### config.mk
export PLATFORM = sky130hd
export DESIGN_NAME = uart_tx_buffered
export DESIGN_NICKNAME = d
export VERILOG_FILES = /design/src/rtl/uart_pkg.sv /design/src/rtl/tx_hold_reg.sv /design/src/rtl/uart_tx_buffered.sv
export SDC_FILE = /design/constraint.sdc
export NUM_CORES = 1
export LEC_CHECK = 0
export ABC_AREA = 1
export BUFFER_PORTS_ARGS = -buffer_cell sky130_fd_sc_hd__buf_4
export CAP_MARGIN = 40
export CORE_MARGIN = 2
export CORE_UTILIZATION = 51
export DETAILED_ROUTE_END_ITERATION = 12
export PLACE_DENSITY = 0.74
export SETUP_SLACK_MARGIN = 0.05
export SYNTH_ARGS = -nofsm -noshare
export SYNTH_HDL_FRONTEND = slang
export SYNTH_SLANG_ARGS = --single-unit
export TNS_END_PERCENT = 10
### constraint.sdc
create_clock -name clock -period 1.4 [get_ports clock]
set_clock_uncertainty 0.1 [all_clocks]
set_input_delay 0.07 -clock clock [delete_from_list [all_inputs] [get_ports clock]]
set_output_delay 0.07 -clock clock [all_outputs]
set_load 0.05 [all_outputs]
### src/rtl/uart_pkg.sv
// Shared UART definitions: FSM state encoding, default tick counts, idle line level.
// Used by both the transmit and receive paths.
package uart_pkg;

    typedef enum logic [2:0] {
        ST_IDLE   = 3'd0,
        ST_START  = 3'd1,
        ST_DATA   = 3'd2,
        ST_PARITY = 3'd3,
        ST_STOP   = 3'd4
    } uart_state_e;

    localparam int unsigned OS_TICK_DEF = 16;
    localparam int unsigned SB_TICK_DEF = 16;
    localparam logic        LINE_IDLE   = 1'b1;

endpackage

### src/rtl/tx_hold_reg.sv
// One-word transmit holding buffer: captures a word when empty, ignores writes while full,
// and is emptied when the transmit FSM takes the word.
module tx_hold_reg #(
    parameter int unsigned DATA_BITS = 8
) (
    input  logic                 clock,
    input  logic                 reset,
    input  logic                 wr,
    input  logic                 take,
    input  logic [DATA_BITS-1:0] w_data,
    output logic [DATA_BITS-1:0] hold_data,
    output logic                 full
);

    logic [DATA_BITS-1:0] buf_q, buf_d;
    logic                 full_q, full_d;

    // take only occurs while full, so it never collides with an accepted write
    always_comb begin
        buf_d  = buf_q;
        full_d = full_q;
        if (take) begin
            full_d = 1'b0;
        end else if (wr && !full_q) begin
            buf_d  = w_data;
            full_d = 1'b1;
        end
    end

    always_ff @(posedge clock or negedge reset) begin
        if (!reset) begin
            buf_q  <= '0;
            full_q <= 1'b0;
        end else begin
            buf_q  <= buf_d;
            full_q <= full_d;
        end
    end

    assign hold_data = buf_q;
    assign full      = full_q;

endmodule

### src/rtl/uart_tx_buffered.sv
// Buffered UART transmitter: holding register feeding a start/data/stop serialiser.
// Define UART_TX_PARITY_EN to insert an even parity bit after the data bits.
module uart_tx_buffered
    import uart_pkg::*;
#(
    parameter int unsigned DATA_BITS = 8,
    parameter int unsigned OS_TICK   = OS_TICK_DEF,
    parameter int unsigned SB_TICK   = SB_TICK_DEF
) (
    input  logic                 clock,
    input  logic                 reset,
    input  logic                 s_tick,
    input  logic                 wr_tx,
    input  logic [DATA_BITS-1:0] w_data,
    output logic                 tx_full,
    output logic                 tx_busy,
    output logic                 tx_done_tick,
    output logic                 tx
);

    localparam int unsigned TMAX = (SB_TICK > OS_TICK) ? SB_TICK : OS_TICK;
    localparam int unsigned CW   = (TMAX > 1) ? $clog2(TMAX) : 1;
    localparam int unsigned NW   = (DATA_BITS > 1) ? $clog2(DATA_BITS) : 1;

    localparam logic [CW-1:0] OS_LAST = CW'(OS_TICK - 1);
    localparam logic [CW-1:0] SB_LAST = CW'(SB_TICK - 1);
    localparam logic [NW-1:0] NB_LAST = NW'(DATA_BITS - 1);

    uart_state_e          state_q, state_d;
    logic [CW-1:0]        s_cnt_q, s_cnt_d;
    logic [NW-1:0]        n_cnt_q, n_cnt_d;
    logic [DATA_BITS-1:0] b_reg_q, b_reg_d;
    logic                 tx_q, tx_d;
    logic                 done_q, done_d;
    logic                 take;
    logic [DATA_BITS-1:0] hold_data;
`ifdef UART_TX_PARITY_EN
    logic                 parity_q, parity_d;
`endif

    tx_hold_reg #(
        .DATA_BITS (DATA_BITS)
    ) u_hold (
        .clock     (clock),
        .reset     (reset),
        .wr        (wr_tx),
        .take      (take),
        .w_data    (w_data),
        .hold_data (hold_data),
        .full      (tx_full)
    );

    always_comb begin
        state_d = state_q;
        s_cnt_d = s_cnt_q;
        n_cnt_d = n_cnt_q;
        b_reg_d = b_reg_q;
        done_d  = 1'b0;
        take    = 1'b0;
`ifdef UART_TX_PARITY_EN
        parity_d = parity_q;
`endif
        case (state_q)
            ST_IDLE: begin
                if (tx_full) begin
                    take    = 1'b1;
                    b_reg_d = hold_data;
                    s_cnt_d = '0;
                    state_d = ST_START;
`ifdef UART_TX_PARITY_EN
                    parity_d = ^hold_data;
`endif
                end
            end
            ST_START: begin
                if (s_tick) begin
                    if (s_cnt_q == OS_LAST) begin
                        s_cnt_d = '0;
                        n_cnt_d = '0;
                        state_d = ST_DATA;
                    end else begin
                        s_cnt_d = s_cnt_q + CW'(1);
                    end
                end
            end
            ST_DATA: begin
                if (s_tick) begin
                    if (s_cnt_q == OS_LAST) begin
                        b_reg_d = b_reg_q >> 1;
                        s_cnt_d = '0;
                        if (n_cnt_q == NB_LAST) begin
`ifdef UART_TX_PARITY_EN
                            state_d = ST_PARITY;
`else
                            state_d = ST_STOP;
`endif
                        end else begin
                            n_cnt_d = n_cnt_q + NW'(1);
                        end
                    end else begin
                        s_cnt_d = s_cnt_q + CW'(1);
                    end
                end
            end
`ifdef UART_TX_PARITY_EN
            ST_PARITY: begin
                if (s_tick) begin
                    if (s_cnt_q == OS_LAST) begin
                        s_cnt_d = '0;
                        state_d = ST_STOP;
                    end else begin
                        s_cnt_d = s_cnt_q + CW'(1);
                    end
                end
            end
`endif
            ST_STOP: begin
                if (s_tick) begin
                    if (s_cnt_q == SB_LAST) begin
                        done_d  = 1'b1;
                        s_cnt_d = '0;
                        // a waiting word starts immediately, with no idle bit in between
                        if (tx_full) begin
                            take    = 1'b1;
                            b_reg_d = hold_data;
                            state_d = ST_START;
`ifdef UART_TX_PARITY_EN
                            parity_d = ^hold_data;
`endif
                        end else begin
                            state_d = ST_IDLE;
                        end
                    end else begin
                        s_cnt_d = s_cnt_q + CW'(1);
                    end
                end
            end
            default: state_d = ST_IDLE;
        endcase

        // line level is registered from the next state so tx has no combinational path
        case (state_d)
            ST_START:  tx_d = 1'b0;
            ST_DATA:   tx_d = b_reg_d[0];
`ifdef UART_TX_PARITY_EN
            ST_PARITY: tx_d = parity_d;
`endif
            default:   tx_d = LINE_IDLE;
        endcase
    end

    always_ff @(posedge clock or negedge reset) begin
        if (!reset) begin
            state_q <= ST_IDLE;
            s_cnt_q <= '0;
            n_cnt_q <= '0;
            b_reg_q <= '0;
            tx_q    <= LINE_IDLE;
            done_q  <= 1'b0;
`ifdef UART_TX_PARITY_EN
            parity_q <= 1'b0;
`endif
        end else begin
            state_q <= state_d;
            s_cnt_q <= s_cnt_d;
            n_cnt_q <= n_cnt_d;
            b_reg_q <= b_reg_d;
            tx_q    <= tx_d;
            done_q  <= done_d;
`ifdef UART_TX_PARITY_EN
            parity_q <= parity_d;
`endif
        end
    end

    assign tx           = tx_q;
    assign tx_done_tick = done_q;
    assign tx_busy      = (state_q != ST_IDLE);

endmodule
==> out/results.ini, run 1 <==
[critical_path]
path_common_cell=nand3_2
cp.required_ps=1520
end_kind=register
r2r_slack_ps=-120
reg2reg_to=b_reg_q[2]
slowest_stage=dfrtp_1
cp_max_fo=8
critPathKind=reg -> reg
reg2reg_depth=6
cp-start-kind=register
crit_chain=ha_4, nand4_1, nand2_1, nand3_2, nand3_1, nand3_2
reg2reg_from=s_cnt_q[1]
cp_slowest_stage_delay_ps=400
cp.arrival_ps=1640

[detailed_routing]
viasPerCell=5.25
detail-route-antenna-nets=0
dr_total_vias=1301
drc=0
dr.first_iter.drc_count=76
wl_per_cell_um=13.0
dr.pass1.iters=4
routed_wl_um=3210

[floorplanning]
ioPinCount=16
die_h_um=57.5
dieArea_um2=3310
rows=19
design.core.area_um2=2730
die_w_um=57.5
start_util_pct=53.5

[final_layout]
seq_area_um2=731
area_growth_pct=40.6
diodes=0
fill_cells=182
finalCoreUtilization_pct=75.1
drive_above_1_share_pct=44.7
nets=231
multi_input_area_um2=756

[clock_network]
root_buffer=clkbuf_4
cts-buffers-inserted=5
clk_latency_ps=330
cts.sink_count=29
tritoncts=yes
clock_tree.buffer_depth=2
htreeDepth=2
clk_pin_slew_worst_paths_ps=90

[sta]
worst_slew_pin_slew_ps=360
setup_slack_ps=-122
max_freq_mhz=657
setup_violations=19
slew_headroom_pct=76.0
slew_violations=0
finalCriticalPeriod_ps=1520
hold_viol_final=0
fin_crit_sh_pct=109
rsz0062_at_grt=true

[logic_synthesis]
synth_area_leaders=dfrtp_1 48%, nand2_1 12%, mux2_2 6.2%
yosysWarningCount=0
ys_seq_area_share_pct=49.7
synth.avg_cell_area_um2=9.13
yosys-top-cells-count=47 x nand2_1, 28 x dfrtp_1, 17 x inv_1, 17 x nand3_1, 8 x mux2_2
synthFlopType=dfrtp_1
async_flop_share_pct=100
syn_area_um2=1460
synth_top_area_share_pct=47.9
syn-num-nets=175
synth_top_area_cell=dfrtp_1
syn_inst=160
synth-edff-count=0
synth-seq-cells=29
synth_cell_types=27
synth.most_common_cell=nand2_1

[power]
powerDensity_nw_per_um2=1560
total_power_mw=3.21
power_leakage_nw=1.05
vdd_drop_max_mv=1.54

[grt]
grt_max_degree=30
grt_pass1_wl_um=5420
grt.total_usage_pct=21.9
grt.overflow.total=0
grt_pass1_vias=1342
antenna_found_initial=0

[worst_hold_path]
hold_class=in -> async

[placed_design]
gp_routability_congestion=0.868
hpwl_um=2200
portBuffers=15

[outcome]
failed_checks=negative setup slack
status=complete, but fails checks

[run]
cap_violations=0

metrics by stage:
stage | cell area, um^2 | TNS, ps | hold WS, ps | setup slack (ps) | cells
3_3_place_gp | 1760 | -765 | -95.4 | -83.1 | 223
5_1_grt | 2050 | -3260 | 121 | -223 | 248
2_1_floorplan | 1480 | -2.05 | -326 | -2.05 | 160
3_5_place_dp | 1760 | -1640 | -94.1 | -133 | 223
6_report | 2050 | -1440 | 88.2 | -122 | 248
4_1_cts | 1980 | -1080 | 85.1 | -110 | 246
sequential cells by signal, summed over array words and instances, names as in the netlist:
register,count
s_cnt_q,4
b_reg_q,8
u_hold.hold_data,8
u_hold.full,1
tx,1
n_cnt_q,3
state_q,3
tx_done_tick,1
critical path, delay by kind of cell (launching register included):
kind	cells	cell delay, ps
AND/OR/NAND/NOR	5	730
adder cells (fa/ha/maj)	1	180
flip-flops	1	400
repair_timing:
item / 4_1_cts / 5_1_grt
buffers inserted: 4 / 2
gates resized for setup: 11 / 12
endpoints found under the setup margin: 21 / 21
hold buffers: 11 / 0
pin swaps: 3 / 13
hold endpoints to repair: 39 / 0
layer usage:
layer,GRT usage [%],vias to the layer above,part of all wire (%)
met5,0,-,0
met2,39.0,29,54
met1,23.9,632,41
met4,11.6,0,2.3
met3,4.99,11,3.1
li1,-,629,-
layout make-up:
cell class                 instances  share of cell area (%)
tap                               31                    1.89
clock buffer                       8                    2.38
inverter                          21                    3.96
multi-input combinational        110                    36.8
sequential                        29                    35.6
timing repair buffer              49                    19.4
worst max-delay path by stage:
stage / from / end / slack, ps / cells after the start
after floorplan: s_cnt_q[0] / n_cnt_q[0] / -2 / 8
after global placement: s_cnt_q[0] / b_reg_q[7] / -80 / 7
after detailed placement: s_cnt_q[0] / b_reg_q[7] / -130 / 7
after CTS: s_cnt_q[0] / b_reg_q[3] / -110 / 7
after global routing: s_cnt_q[1] / b_reg_q[5] / -220 / 7
final: s_cnt_q[1] / b_reg_q[2] / -120 / 6
report_power, final:
group          internal [mW]  switching (mW)  total (mW)  leakage (nW)
combinational          0.651           0.686        1.34         0.663
clock                  0.200           0.273       0.473        0.0265
sequential              1.16           0.249        1.41         0.357
total                   2.01            1.21        3.21          1.05
cells by family (layout without fill, tap and decap cells):
| logic type | after synthesis | count (layout) | synth area share [%] |
|---|---|---|---|
| mux | 8 | 8 | 6.16 |
| xor+xnor | 1 | 1 | 0.599 |
| simple gates | 88 | 88 | 30.2 |
| fa+ha+maj | 3 | 3 | 2.57 |
| compound gates | 10 | 10 | 5.31 |
| flops | 29 | 29 | 49.7 |
| buf+inv | 21 | 78 | 5.39 |
cells in the final DEF (no fill, tap or decap), types with 5 or more instances in the layout:
cell type / instances
buf_4: 37
clkbuf_4: 5
dfrtp_1: 25
dlygate4sd3_1: 11
inv_1: 12
inv_2: 8
mux2_2: 8
nand2_1: 42
nand2_2: 6
nand3_1: 16
nor2_4: 6
(Power assumes the default switching activity.)
==> run 2: changes to the inputs <==
--- a/config.mk
+++ b/config.mk
@@ -9,10 +9,13 @@
 export BUFFER_PORTS_ARGS = -buffer_cell sky130_fd_sc_hd__buf_4
 export CAP_MARGIN = 40
 export CORE_MARGIN = 2
-export CORE_UTILIZATION = 51
+export CORE_UTILIZATION = 54
+export CTS_BUF_LIST = sky130_fd_sc_hd__clkbuf_4
 export DETAILED_ROUTE_END_ITERATION = 12
-export PLACE_DENSITY = 0.74
+export HOLD_SLACK_MARGIN = 0.12
+export PLACE_DENSITY = 0.77
 export SETUP_SLACK_MARGIN = 0.05
+export SLEW_MARGIN = 40
 export SYNTH_ARGS = -nofsm -noshare
 export SYNTH_HDL_FRONTEND = slang
 export SYNTH_SLANG_ARGS = --single-unit
==> out/results.ini, run 2 (synthesis results as in run 1) <==
[placed_design]
portBuffers=15  ; unchanged
dpl.cell_count=224  ; +0.45%
gp_routability_congestion=0.770  ; -11%
place_ws_ps=-179  ; -46.7 ps
hpwl_um=2280  ; +3.8%

[floorplanning]
die_w_um=56.0  ; -2.6%
rows=18  ; -1
ioPinCount=16  ; unchanged
start_util_pct=57.9  ; +4.5 points
dieArea_um2=3140  ; -5.2%
die_h_um=56.0  ; -2.6%
design.core.area_um2=2520  ; -7.7%

[sta]
slew_violations=0  ; unchanged
hold_viol_final=0  ; unchanged
fin_tns_setup_ps=-3360  ; -1920 ps
setup_violations=20  ; +1
rsz0062_at_grt=true
max_freq_mhz=610  ; -7.1%
fin_crit_sh_pct=117  ; +8.3 points
slew_headroom_pct=75.7  ; -0.32 points
worst_slew_pin_slew_ps=364  ; +4.85 ps
setup_slack_ps=-239  ; -117 ps
finalCriticalPeriod_ps=1640  ; +117 ps

[power]
power_switching_mw=1.36  ; +13%
seq_power_share_pct=40.3  ; -3.4 points
power_leakage_nw=1.09  ; +4.0%
pwr-share-comb_pct=40.7  ; -0.9 points
intPower_mw=2.21  ; +10%
p_clk_share_pct=19.0  ; +4.3 points
vdd_drop_max_mv=1.99  ; +29%
powerDensity_nw_per_um2=1660  ; +6.1%
p_sw_share_pct=38.1  ; +0.58 points

[outcome]
status=complete, but fails checks
failed_checks=negative setup slack

[clock_network]
cts.sink_count=29  ; unchanged
clock_tree.buffer_depth=2  ; unchanged
root_buffer=clkbuf_4
clk_pin_slew_worst_paths_ps=100  ; about the same
htreeDepth=2  ; unchanged
clk_latency_ps=330  ; about the same
cts-buffers-inserted=5  ; unchanged
tritoncts=yes

[critical_path]
end_kind=register
cp-start-kind=register
reg2reg_from=s_cnt_q[1]
r2r_slack_ps=-240  ; -120 ps
cp_max_fo=4  ; -4
crit_path_start=s_cnt_q[1]
reg2reg_to=tx
cp.arrival_ps=1810  ; +170 ps
critPathKind=reg -> reg
reg2reg_depth=9  ; +3
cp-endpoint=tx
cp.required_ps=1570  ; +50 ps

[detailed_routing]
drc=0  ; unchanged
dr.first_iter.drc_count=43  ; -43%
dr.pass1.iters=4  ; unchanged
routed_wl_um=4100  ; +27%
viasPerCell=5.44  ; +3.6%
wl_per_cell_um=16.3  ; +25%
dr_total_vias=1370  ; +5.3%
detail-route-antenna-nets=0  ; unchanged

[run]
cap_violations=0  ; unchanged

[grt]
grt_pass1_vias=1382  ; +3.0%
grt.overflow.total=0  ; unchanged
grt_max_degree=30  ; unchanged
grt_pass1_wl_um=6380  ; +18%
grt.total_usage_pct=26.7  ; +4.8 points
antenna_found_initial=0  ; unchanged

[final_layout]
fill_cells=133  ; -27%
drive_above_1_share_pct=50.0  ; +5.3 points
finalCoreUtilization_pct=85.4  ; +10 points
nets=236  ; +2.2%
final_cell_mix=39 x nand2_1, 39 x buf_4, 25 x dfrtp_1, 16 x nand3_1, 12 x dlygate4sd3_1
final_cells=252  ; +1.6%
diodes=0  ; unchanged
area_growth_pct=47.4

[worst_hold_path]
hold_class=in -> reg

-- run 2: cell types whose count changed in the layout (fill, tap and decap cells not counted), sizes merged --
| cell | change |
|---|---|
| clkbuf | -3 |
| dlygate4sd3 | +1 |
| bufinv | +1 |
| clkinvlp | +1 |
| buf | +4 |
| clkinv | +1 |
-- run 2: worst min-delay path by stage --
stage | cells past startpoint | slack [ps] | start | to
global route | 5 | 260 | s_tick | b_reg_q[0]
finish | 5 | 270 | s_tick | b_reg_q[0]
CTS | 4 | 150 | s_tick | state_q[2]
global placement | 1 | -90 | reset | s_cnt_q[0]
floorplan | 0 | -330 | reset | b_reg_q[0]
detailed placement | 1 | -90 | reset | s_cnt_q[1]
-- run 2: per-layer routing --
| layer | track usage, % | part of all wire (%) | vias up |
|---|---|---|---|
| met1 | 33.0 | 40 | 673 |
| met3 | 7.44 | 4.3 | 16 |
| li1 | - | - | 637 |
| met2 | 42.4 | 51 | 44 |
| met5 | 0 | 0 | - |
| met4 | 13.9 | 4.4 | 0 |
-- run 2: final cells by class --
cell class | count | area (um^2) | area share, %
Clock inverter | 3 | 41.3 | 1.92
Inverter | 21 | 81.3 | 3.77
Timing Repair Buffer | 54 | 455 | 21.1
Multi-Input combinational cell | 110 | 771 | 35.8
Sequential cell | 29 | 731 | 33.9
Tap cell | 30 | 37.5 | 1.74
Clock buffer | 5 | 37.5 | 1.74
-- run 2: worst max-delay path: stages (launching register included) --
cell,delay [ps]
dfrtp_1,410
ha_4,170
nand3_2,100
nor2_4,190
nand2_4,90
a21oi_4,220
buf_12,150
nor2_2,50
nand2_1,60
nand2_1,50
-- run 2: power groups by stage --
| stage | logic [mW] | registers, mW | clock network (mW) |
|---|---|---|---|
| finish | 1.46 | 1.44 | 0.678 |
| CTS | 1.25 | 1.39 | 0.684 |
| global placement | 1.14 | 1.38 | 0 |
| global route | 1.59 | 1.47 | 0.725 |
| detailed placement | 1.20 | 1.39 | 0 |
| floorplan | 0.754 | 1.42 | 0 |
-- run 2: through the flow --
stage	cell area, um^2	power, mW	hold WS (ps)
2_1_floorplan	1480	2.17	-326
3_3_place_gp	1780	2.52	-92.7
6_report	2150	3.58	267
4_1_cts	2020	3.32	152
5_1_grt	2150	3.78	256
3_5_place_dp	1780	2.59	-89.5
-- run 2: timing repair --
| action | in CTS | in global routing |
|---|---|---|
| buffers inserted | 1 | 7 |
| resized for setup | 10 | 22 |
| pin swaps | 11 | 10 |
| hold endpoints to repair | 40 | 0 |
| setup endpoints to repair | 21 | 22 |
| hold buffers | 12 | 0 |
